--- config.mk ---
export PLATFORM = sky130hd
export DESIGN_NAME = uart_program_loader
export DESIGN_NICKNAME = d
export VERILOG_FILES = /design/src/rtl/uart_program_loader.sv
export SDC_FILE = /design/constraint.sdc
export NUM_CORES = 1
export LEC_CHECK = 0
export CORE_MARGIN = 8
export CORE_UTILIZATION = 40
export CTS_CLUSTER_DIAMETER = 200
export DETAILED_ROUTE_END_ITERATION = 6
export GPL_TIMING_DRIVEN = 1
export PLACE_DENSITY_LB_ADDON = 0.15
export SETUP_SLACK_MARGIN = 0.2
export SLEW_MARGIN = 20
export SYNTH_ARGS = -nofsm -noshare
export SYNTH_HDL_FRONTEND = slang
export SYNTH_SLANG_ARGS = --single-unit
--- constraint.sdc ---
create_clock -name clk -period 2 [get_ports clk]
set_input_delay 0.6 -clock clk [delete_from_list [all_inputs] [get_ports clk]]
set_output_delay 0.6 -clock clk [all_outputs]
set_load 0.01 [all_outputs]
--- src/rtl/uart_program_loader.sv ---
// Boot loader: takes header + data words from the UART receiver, writes them to instruction
// memory, then releases the CPU from reset. Optional checksum word via LOADER_CHECKSUM_EN.
module uart_program_loader #(
  parameter int unsigned ADDR_W         = 10,
  parameter int unsigned TIMEOUT_CYCLES = 8192
) (
  input  logic              clk,
  input  logic              rst_n,
  input  logic [31:0]       rx_word_data,
  input  logic              rx_word_ready,
  input  logic              reload,
  output logic              imem_we,
  output logic [ADDR_W-1:0] imem_addr,
  output logic [31:0]       imem_wdata,
  output logic              cpu_rst_n,
  output logic              load_busy,
  output logic              load_done,
  output logic              load_error,
  output logic [ADDR_W:0]   words_loaded
);

  localparam int unsigned CntW = ADDR_W + 1;
  localparam int unsigned TmrW = $clog2(TIMEOUT_CYCLES);
  localparam logic [16:0] MaxN = 17'(1) << ADDR_W;
  localparam logic [TmrW-1:0] TmrLast = TmrW'(TIMEOUT_CYCLES - 1);

  typedef enum logic [2:0] {
    StWaitHdr,
    StLoad,
`ifdef LOADER_CHECKSUM_EN
    StCheck,
`endif
    StRun,
    StError
  } state_e;

  state_e            state_q, state_d;
  logic [CntW-1:0]   n_q, n_d;
  logic [CntW-1:0]   words_q, words_d;
  logic [TmrW-1:0]   timer_q, timer_d;
  logic              we_q, we_d;
  logic [ADDR_W-1:0] addr_q, addr_d;
  logic [31:0]       wdata_q, wdata_d;
  logic              cpu_rst_n_q, cpu_rst_n_d;
  logic [16:0]       hdr_n;
  logic              hdr_ok;
  logic              timed_out;
`ifdef LOADER_CHECKSUM_EN
  logic [31:0]       sum_q, sum_d;
`endif

  assign hdr_n     = {1'b0, rx_word_data[15:0]};
  assign hdr_ok    = (rx_word_data[31:16] == 16'hA5A5) && (hdr_n != 17'd0) && (hdr_n <= MaxN);
  assign timed_out = (timer_q == TmrLast);

  always_comb begin
    state_d   = state_q;
    n_d       = n_q;
    words_d   = words_q;
    timer_d   = timer_q;
    we_d      = 1'b0;
    addr_d    = addr_q;
    wdata_d   = wdata_q;
`ifdef LOADER_CHECKSUM_EN
    sum_d     = sum_q;
`endif
    // reload wins over a coincident strobe; that word is dropped
    if (reload) begin
      state_d = StWaitHdr;
      words_d = '0;
      timer_d = '0;
    end else begin
      case (state_q)
        StWaitHdr: begin
          if (rx_word_ready) begin
            if (hdr_ok) begin
              n_d     = hdr_n[CntW-1:0];
              timer_d = '0;
`ifdef LOADER_CHECKSUM_EN
              sum_d   = '0;
`endif
              state_d = StLoad;
            end else begin
              state_d = StError;
            end
          end
        end
        StLoad: begin
          if (rx_word_ready) begin
            we_d    = 1'b1;
            addr_d  = words_q[ADDR_W-1:0];
            wdata_d = rx_word_data;
            words_d = words_q + CntW'(1);
            timer_d = '0;
`ifdef LOADER_CHECKSUM_EN
            sum_d   = sum_q + rx_word_data;
            if (words_d == n_q) state_d = StCheck;
`else
            if (words_d == n_q) state_d = StRun;
`endif
          end else if (timed_out) begin
            state_d = StError;
          end else begin
            timer_d = timer_q + TmrW'(1);
          end
        end
`ifdef LOADER_CHECKSUM_EN
        StCheck: begin
          if (rx_word_ready) begin
            timer_d = '0;
            state_d = (rx_word_data == sum_q) ? StRun : StError;
          end else if (timed_out) begin
            state_d = StError;
          end else begin
            timer_d = timer_q + TmrW'(1);
          end
        end
`endif
        default: ;
      endcase
    end
    // one-cycle lag guarantees the last write lands before the CPU runs
    cpu_rst_n_d = (state_q == StRun) && !reload;
  end

  always_ff @(posedge clk or negedge rst_n) begin
    if (!rst_n) begin
      state_q     <= StWaitHdr;
      n_q         <= '0;
      words_q     <= '0;
      timer_q     <= '0;
      we_q        <= 1'b0;
      addr_q      <= '0;
      wdata_q     <= '0;
      cpu_rst_n_q <= 1'b0;
`ifdef LOADER_CHECKSUM_EN
      sum_q       <= '0;
`endif
    end else begin
      state_q     <= state_d;
      n_q         <= n_d;
      words_q     <= words_d;
      timer_q     <= timer_d;
      we_q        <= we_d;
      addr_q      <= addr_d;
      wdata_q     <= wdata_d;
      cpu_rst_n_q <= cpu_rst_n_d;
`ifdef LOADER_CHECKSUM_EN
      sum_q       <= sum_d;
`endif
    end
  end

  assign imem_we      = we_q;
  assign imem_addr    = addr_q;
  assign imem_wdata   = wdata_q;
  assign cpu_rst_n    = cpu_rst_n_q;
  assign words_loaded = words_q;
  assign load_done    = (state_q == StRun);
  assign load_error   = (state_q == StError);
  assign load_busy    = !load_done && !load_error;

endmodule

==> run metrics, run 1 <==
first-pass GRT wire length=approximately 16 mm; detailed-routed wire length on met2=slightly below 5 mm; HP Class=input port to asynchronous set/reset pin; CP Buf/Inv Count=0; Longest Clk Path Bufs=2; failing checks=setup timing; minimum clock period=between 2 and 2.5 ns; net switching power=1.10 mW; EDFF count, synth=0; Synth cell types=48; CTS tree=yes; Routed WL=about 10 mm; H-tree levels=3; Mapped Cells=between 300 and 400; Place WS=-0.813 ns; Rel. slew slack=between 70 and 80%; Clock Latency Late Sink=0.34 ns; P_int=around 3.1 mW; die area=about 0.013 mm2; largest net degree at the start of global routing=slightly above 80; number of diodes=0; dominant synthesized flop cell=dfrtp_1; Avg Cell Area, Syn=11.7 um2; crit path capture type=flop; Port Buffer Count=93; initial antenna violation count=0; Seq pwr share=between 40% and 50%; Logic pwr share=around a fifth; WS Path Type=flop to flop; critical path data arrival time=about 2.3 ns; VDD IR max=0.000448 V; FILL cells=approximately 770; FP Rows=35; ANT nets after route=0; routed vias/inst=about 5.2; Vias=~3100; Post-Syn Nets=360; CTS Buf Count=9; Max-cap violations=0; status=finished with violations; final setup vio count=3; CP Launch Type=flop; Top Metal Used=met4; Max FO, Critical Path=4; die height=between 100 and 150 um; Largest delay share family, worst path=simple AND/OR/NAND/NOR gates; DP HPWL=slightly below 7 mm; Cell Area, Placed=approximately 0.0053 mm2; Routed met1 length=approximately 4.6 mm; WL met3=approximately 420 um; Worst-Margin Slew=between 0.4 and 0.5 ns; DR WL/cell=approximately 17 um; area used by multi-input combinational logic=around 0.0020 mm2; fin nets=520; Starting Density=41.0%; Sw Share=between 20% and 30%; GRT overflow=0; # IOs=94; sequential fraction of the synthesis area=between 50 and 60%; Slew Limit Fails=0; CTS clock-pin slew for the worst setup and hold paths=~0.080 ns; DRT Pass-1 Iters=4; Fin. Hold Viols=0; CTS root buf=clkbuf_8; register area=0.00204 mm2; worst r2r src=words_loaded[1]$_DFFE_PN0P_; RSZ-0062 raised after global routing=yes; synthesized area=about 0.0038 mm2; Setup crit start=words_loaded[1]$_DFFE_PN0P_; PnR worst setup slack=-0.0252 ns; Clk pwr share=between 30% and 40%; vias in the first global route=about 3200; Die X=roughly 110 um; Tot GR Track Use=roughly 16%; Iter 0 DRT Violations=79; routability-driven placement congestion ratio=approximately 0.8; fin area=roughly 0.0058 mm2; area of the core=around 0.009 mm2; post-route total power=a little over 4 mW; Max Clock Skew=between 0.009 and 0.01 ns; Critical Path RT=approximately 2.2 ns; ys async rst share=between 90% and 100%; P_leak=2.71 nW; DRC errors left=0; CP Cell Sequence=ha_4 -> xor2_1 -> nor3_1 -> o311ai_1 -> or4b_4 -> o21a_1; Synthesis Warnings=0; Sink Count=between 80 and 90; FF+latch count, synth=between 80 and 90; layout cell share with drive strength beyond 1=between 40% and 50%; fin crit share=101%; PwrDens=721 mW/mm2; cell with the largest stage delay on the worst path=or4b_4; WHS=roughly 0.26 ns; fmax=roughly 490 MHz; area delta synth->final=52.5%; Worst path max stage delay=0.52 ns
## layer usage
| layer | vias up | global-route usage [%] |
|---|---|---|
| met3 | 20 | 3.78 |
| met4 | 0 | 6.66 |
| li1 | 1477 | - |
| met5 | - | 0 |
| met2 | 74 | 25.3 |
| met1 | 1547 | 19.5 |
## synth_stat cells, types with 6 or more instances
master	n	area share [%]
xor2_1	8	1.9
a21oi_1	19	2.5
nand2_1	17	1.7
nor2_1	18	1.8
o21ai_0	15	2.0
dfrtp_1	81	54
buf_2	7	0.93
inv_1	6	0.60
a31oi_1	8	1.3
clkbuf_1	6	0.60
nor3_1	7	0.93
xnor2_1	14	3.2
mux2_2	53	16
## kinds of logic (layout without fill, tap and decap cells)
kind of cell               count (synthesis)  count (layout)  synth area share, %
AOI/OAI and AO/OA                         56              56                 9.08
xor gates and xnor gates                  22              22                 5.10
adders and majority gates                  2               2                0.663
buffers and inverters                     21             185                 2.39
DFF                                       81              81                 53.7
muxes                                     54              54                 16.1
and+or+nand+nor                           86              87                 13.0
## through the flow
| stage | instances | utilization (%) | setup TNS [ns] |
|---|---|---|---|
| floorplan | 322 | - | -1.65 |
| global route | 598 | 62.6 | -1.08 |
| finish | 598 | 62.6 | -0.0411 |
| global placement | 566 | 57.5 | -33.32 |
| detailed placement | 566 | 57.5 | -33.97 |
| CTS | 593 | 60.9 | -0.422 |
## placed cells by master (no fill, tap or decap), types with 3 or more instances in the layout
cell type,Yosys,layout
nand4_1,3,3
clkbuf_8,0,10
dlygate4sd2_1,0,57
nor3_2,2,4
o21a_1,3,3
nand3_1,5,4
buf_2,7,11
inv_1,6,5
a31oi_1,8,5
nor3_1,7,5
nor2_1,18,15
a31oi_4,0,3
a21oi_1,19,16
clkdlybuf4s15_1,0,7
dfrtp_2,0,7
mux2_2,53,52
a21oi_2,0,3
nand2_1,17,15
o21ai_2,0,5
buf_4,0,64
buf_12,0,3
and2_1,5,3
dfrtp_1,81,74
xor2_1,8,7
o21ai_0,15,8
clkbuf_2,2,7
or3_1,4,4
xnor2_1,14,13
buf_6,0,10
## power groups by stage
stage / registers [mW] / logic, mW / clock network, mW
floorplan: 2.08 / 0.255 / 0
global placement: 1.97 / 1.00 / 0
detailed placement: 1.98 / 1.01 / 0
CTS: 1.94 / 0.868 / 1.37
global route: 1.97 / 0.938 / 1.45
finish: 1.94 / 0.866 / 1.35
## sequential cells by signal, summed over array words and instances (netlist names)
register,flops
state_q,2
imem_we,1
n_q,11
timer_q,13
imem_wdata,32
cpu_rst_n,1
words_loaded,11
imem_addr,10
## repair_timing
action                     CTS  global route
pin swaps                   26            15
setup endpoints to repair  133            78
gates cloned                 1             0
hold buffers                 0             0
resized for setup          199            50
buffers inserted            10             5
## worst paths after layout
| check | to | slack, ns | depth (start not counted) |
|---|---|---|---|
| min reg2reg | timer_q[7]$_DFFE_PN0P_ | 0.50 | 1 |
| min | imem_addr[5]$_DFFE_PN0P_ | 0.26 | 2 |
| max | state_q[0]$_DFFE_PN0P_ | -0.03 | 6 |
| max reg2reg | state_q[0]$_DFFE_PN0P_ | -0.03 | 6 |
| max in group asynchronous | state_q[0]$_DFFE_PN0P_ | 1.36 | 2 |
| min in group clk | imem_wdata[25]$_DFFE_PN0P_ | 0.48 | 2 |
## area by class of cell
class | instances | area share [%]
well taps | 111 | 2.41
inverters | 6 | 0.391
multi-input cells | 221 | 34.2
flip-flops and latches | 81 | 35.4
clock buffers | 10 | 2.39
repair buffers | 163 | 23.7
clock inverters | 6 | 1.54
(Power assumes the default switching activity.)
==> run 2, diff against run 1 <==
- MAX_ROUTING_LAYER: unset -> met4
==> run 2 against run 1 <==
The flow still finishes with violations (setup timing). Non-clock buffer count did not move. Power about the same. Cell count stayed put.
==> run metrics, run 2 (same netlist as run 1, synthesis figures left out) <==
fin nets=520 (unchanged); max reg flops=32 (unchanged); WS Path Type=flop to flop (unchanged); die height=113 um (unchanged); initial antenna violation count=0 (unchanged); Hold Buf Count CTS=0 (unchanged); cell with the largest stage delay on the worst path=or4b_4 (unchanged); CTS root buf=clkbuf_8 (unchanged); die area=0.0128 mm2 (unchanged); most frequent cells in the layout=dfrtp_1 (74), buf_4 (64), dlygate4sd2_1 (57) (unchanged); Max FO, Critical Path=4 (unchanged); final setup vio count=3 (unchanged); Place WS=-0.813 ns (unchanged); Worst path max stage delay=0.52 ns (about the same); Vias=3115 (was 3118); Critical Path RT=2.24 ns (about the same); critical path data arrival time=2.27 ns (about the same); number of diodes=0 (unchanged); vias in the first global route=3244 (was 3234); DR WL/cell=16.8 um (about the same); Cell Area, Placed=0.00529 mm2 (unchanged); CTS Buf Count=9 (unchanged); PnR worst setup slack=-0.0312 ns (was -0.0252 ns); Rel. slew slack=70.6% (was 70.7%); Max-cap violations=0 (unchanged); routability-driven placement congestion ratio=0.814 (was 0.803); layout cell share with drive strength beyond 1=46.4% (unchanged); HP Class=input port to asynchronous set/reset pin (unchanged); WHS=0.261 ns (was 0.264 ns); CTS tree=yes (unchanged); CP Launch Type=flop (unchanged); PwrDens=721 mW/mm2 (about the same); GRT overflow=0 (unchanged); Slew Limit Fails=0 (unchanged); crit path capture type=flop (unchanged); Largest delay share family, worst path=simple AND/OR/NAND/NOR gates (unchanged); Port Buffer Count=93 (unchanged); fmax=492 MHz (was 494 MHz); CP Buf/Inv Count=0 (unchanged); Worst-Margin Slew=0.441 ns (was 0.440 ns); failing checks=setup timing (unchanged); DRT Pass-1 Iters=4 (unchanged); Sink Count=81 (unchanged); largest net degree at the start of global routing=82 (unchanged); first-pass GRT wire length=16.2 mm (about the same); FP Rows=35 (unchanged); RSZ-0062 raised after global routing=yes (unchanged); DRC errors left=0 (unchanged); Routed WL=10.1 mm (about the same); area used by multi-input combinational logic=0.00197 mm2 (unchanged); Iter 0 DRT Violations=73 (was 79); fin crit share=102% (was 101%); CP Cell Sequence=ha_4 -> xor2_1 -> nor3_1 -> o311ai_1 -> or4b_4 -> o21a_1 (unchanged); Clock Latency Late Sink=0.35 ns (was 0.34 ns); P_leak=2.71 nW (about the same); status=finished with violations (unchanged); Max Clock Skew=0.00955 ns (was 0.00953 ns); area of the core=0.00920 mm2 (unchanged); DP HPWL=6.93 mm (unchanged); VDD IR max=0.000447 V (was 0.000448 V); post-route total power=4.15 mW (about the same); fin area=0.00576 mm2 (unchanged); commonest non-fill, non-tap cell in the layout=dfrtp_1 (unchanged); routed vias/inst=5.21 (about the same); ANT nets after route=0 (unchanged); H-tree levels=3 (unchanged); Die X=113 um (unchanged); Fin. Hold Viols=0 (unchanged); Longest Clk Path Bufs=2 (unchanged); Starting Density=41.0% (unchanged); area delta synth->final=52.5% (unchanged); minimum clock period=2.03 ns (about the same); register area=0.00204 mm2 (unchanged); Tot GR Track Use=16.1% (was 15.6%); FILL cells=771 (unchanged); CTS clock-pin slew for the worst setup and hold paths=0.08 ns (about the same); # IOs=94 (unchanged)
[run 2: cell counts in the layout (fill, tap and decap cells not counted)]
Identical to the previous run, type by type.
[run 2: where the power goes]
part | internal, mW | total [mW] | switching (mW)
Clock | 0.739 | 1.34 | 0.605
Sequential | 1.84 | 1.94 | 0.0962
Combinational | 0.472 | 0.867 | 0.395
Total | 3.05 | 4.15 | 1.10
[run 2: metrics by stage]
step	util, %	cells	TNS, ns
2_1_floorplan	-	322	-1.65
3_3_place_gp	57.5	566	-33.32
3_5_place_dp	57.5	566	-33.97
4_1_cts	60.9	593	-0.422
5_1_grt	62.6	598	-1.05
6_report	62.6	598	-0.0531
[run 2: repair_timing]
action,in CTS,in global routing
endpoints found under the setup margin,133,78
pin swaps,26,16
cloned,1,0
buffers inserted,10,5
resized for setup,199,50
[run 2: final timing paths]
kind / cells past startpoint / startpoint / endpoint / slack, ns
max in group asynchronous: 2 / rst_n / state_q[0]$_DFFE_PN0P_ / 1.36
setup / recovery: 6 / words_loaded[1]$_DFFE_PN0P_ / state_q[0]$_DFFE_PN0P_ / -0.03
min in group clk: 2 / rx_word_data[25] / imem_wdata[25]$_DFFE_PN0P_ / 0.48
hold / removal: 2 / rst_n / imem_addr[5]$_DFFE_PN0P_ / 0.26
hold reg to reg: 1 / timer_q[7]$_DFFE_PN0P_ / timer_q[7]$_DFFE_PN0P_ / 0.50
setup reg to reg: 6 / words_loaded[1]$_DFFE_PN0P_ / state_q[0]$_DFFE_PN0P_ / -0.03
[run 2: layout make-up]
class / instances / area share, %
flip-flops and latches: 81 / 35.4
multi-input cells: 221 / 34.2
repair buffers: 163 / 23.7
well taps: 111 / 2.41
clock buffers: 10 / 2.39
clock inverters: 6 / 1.54
inverters: 6 / 0.391
[run 2: worst register-to-register path, cell delays in order, from the launching register on]
cell	delay, ns
dfrtp_2	0.45
ha_4	0.25
xor2_1	0.15
nor3_1	0.24
o311ai_1	0.14
or4b_4	0.52
o21a_1	0.18
[run 2: layer usage]
layer	track usage, %	part of all wire, %	vias up
met5	-	0	-
met4	6.66	2.2	0
li1	-	-	1480
met1	19.8	46	1539
met2	25.2	48	74
met3	3.51	3.8	22
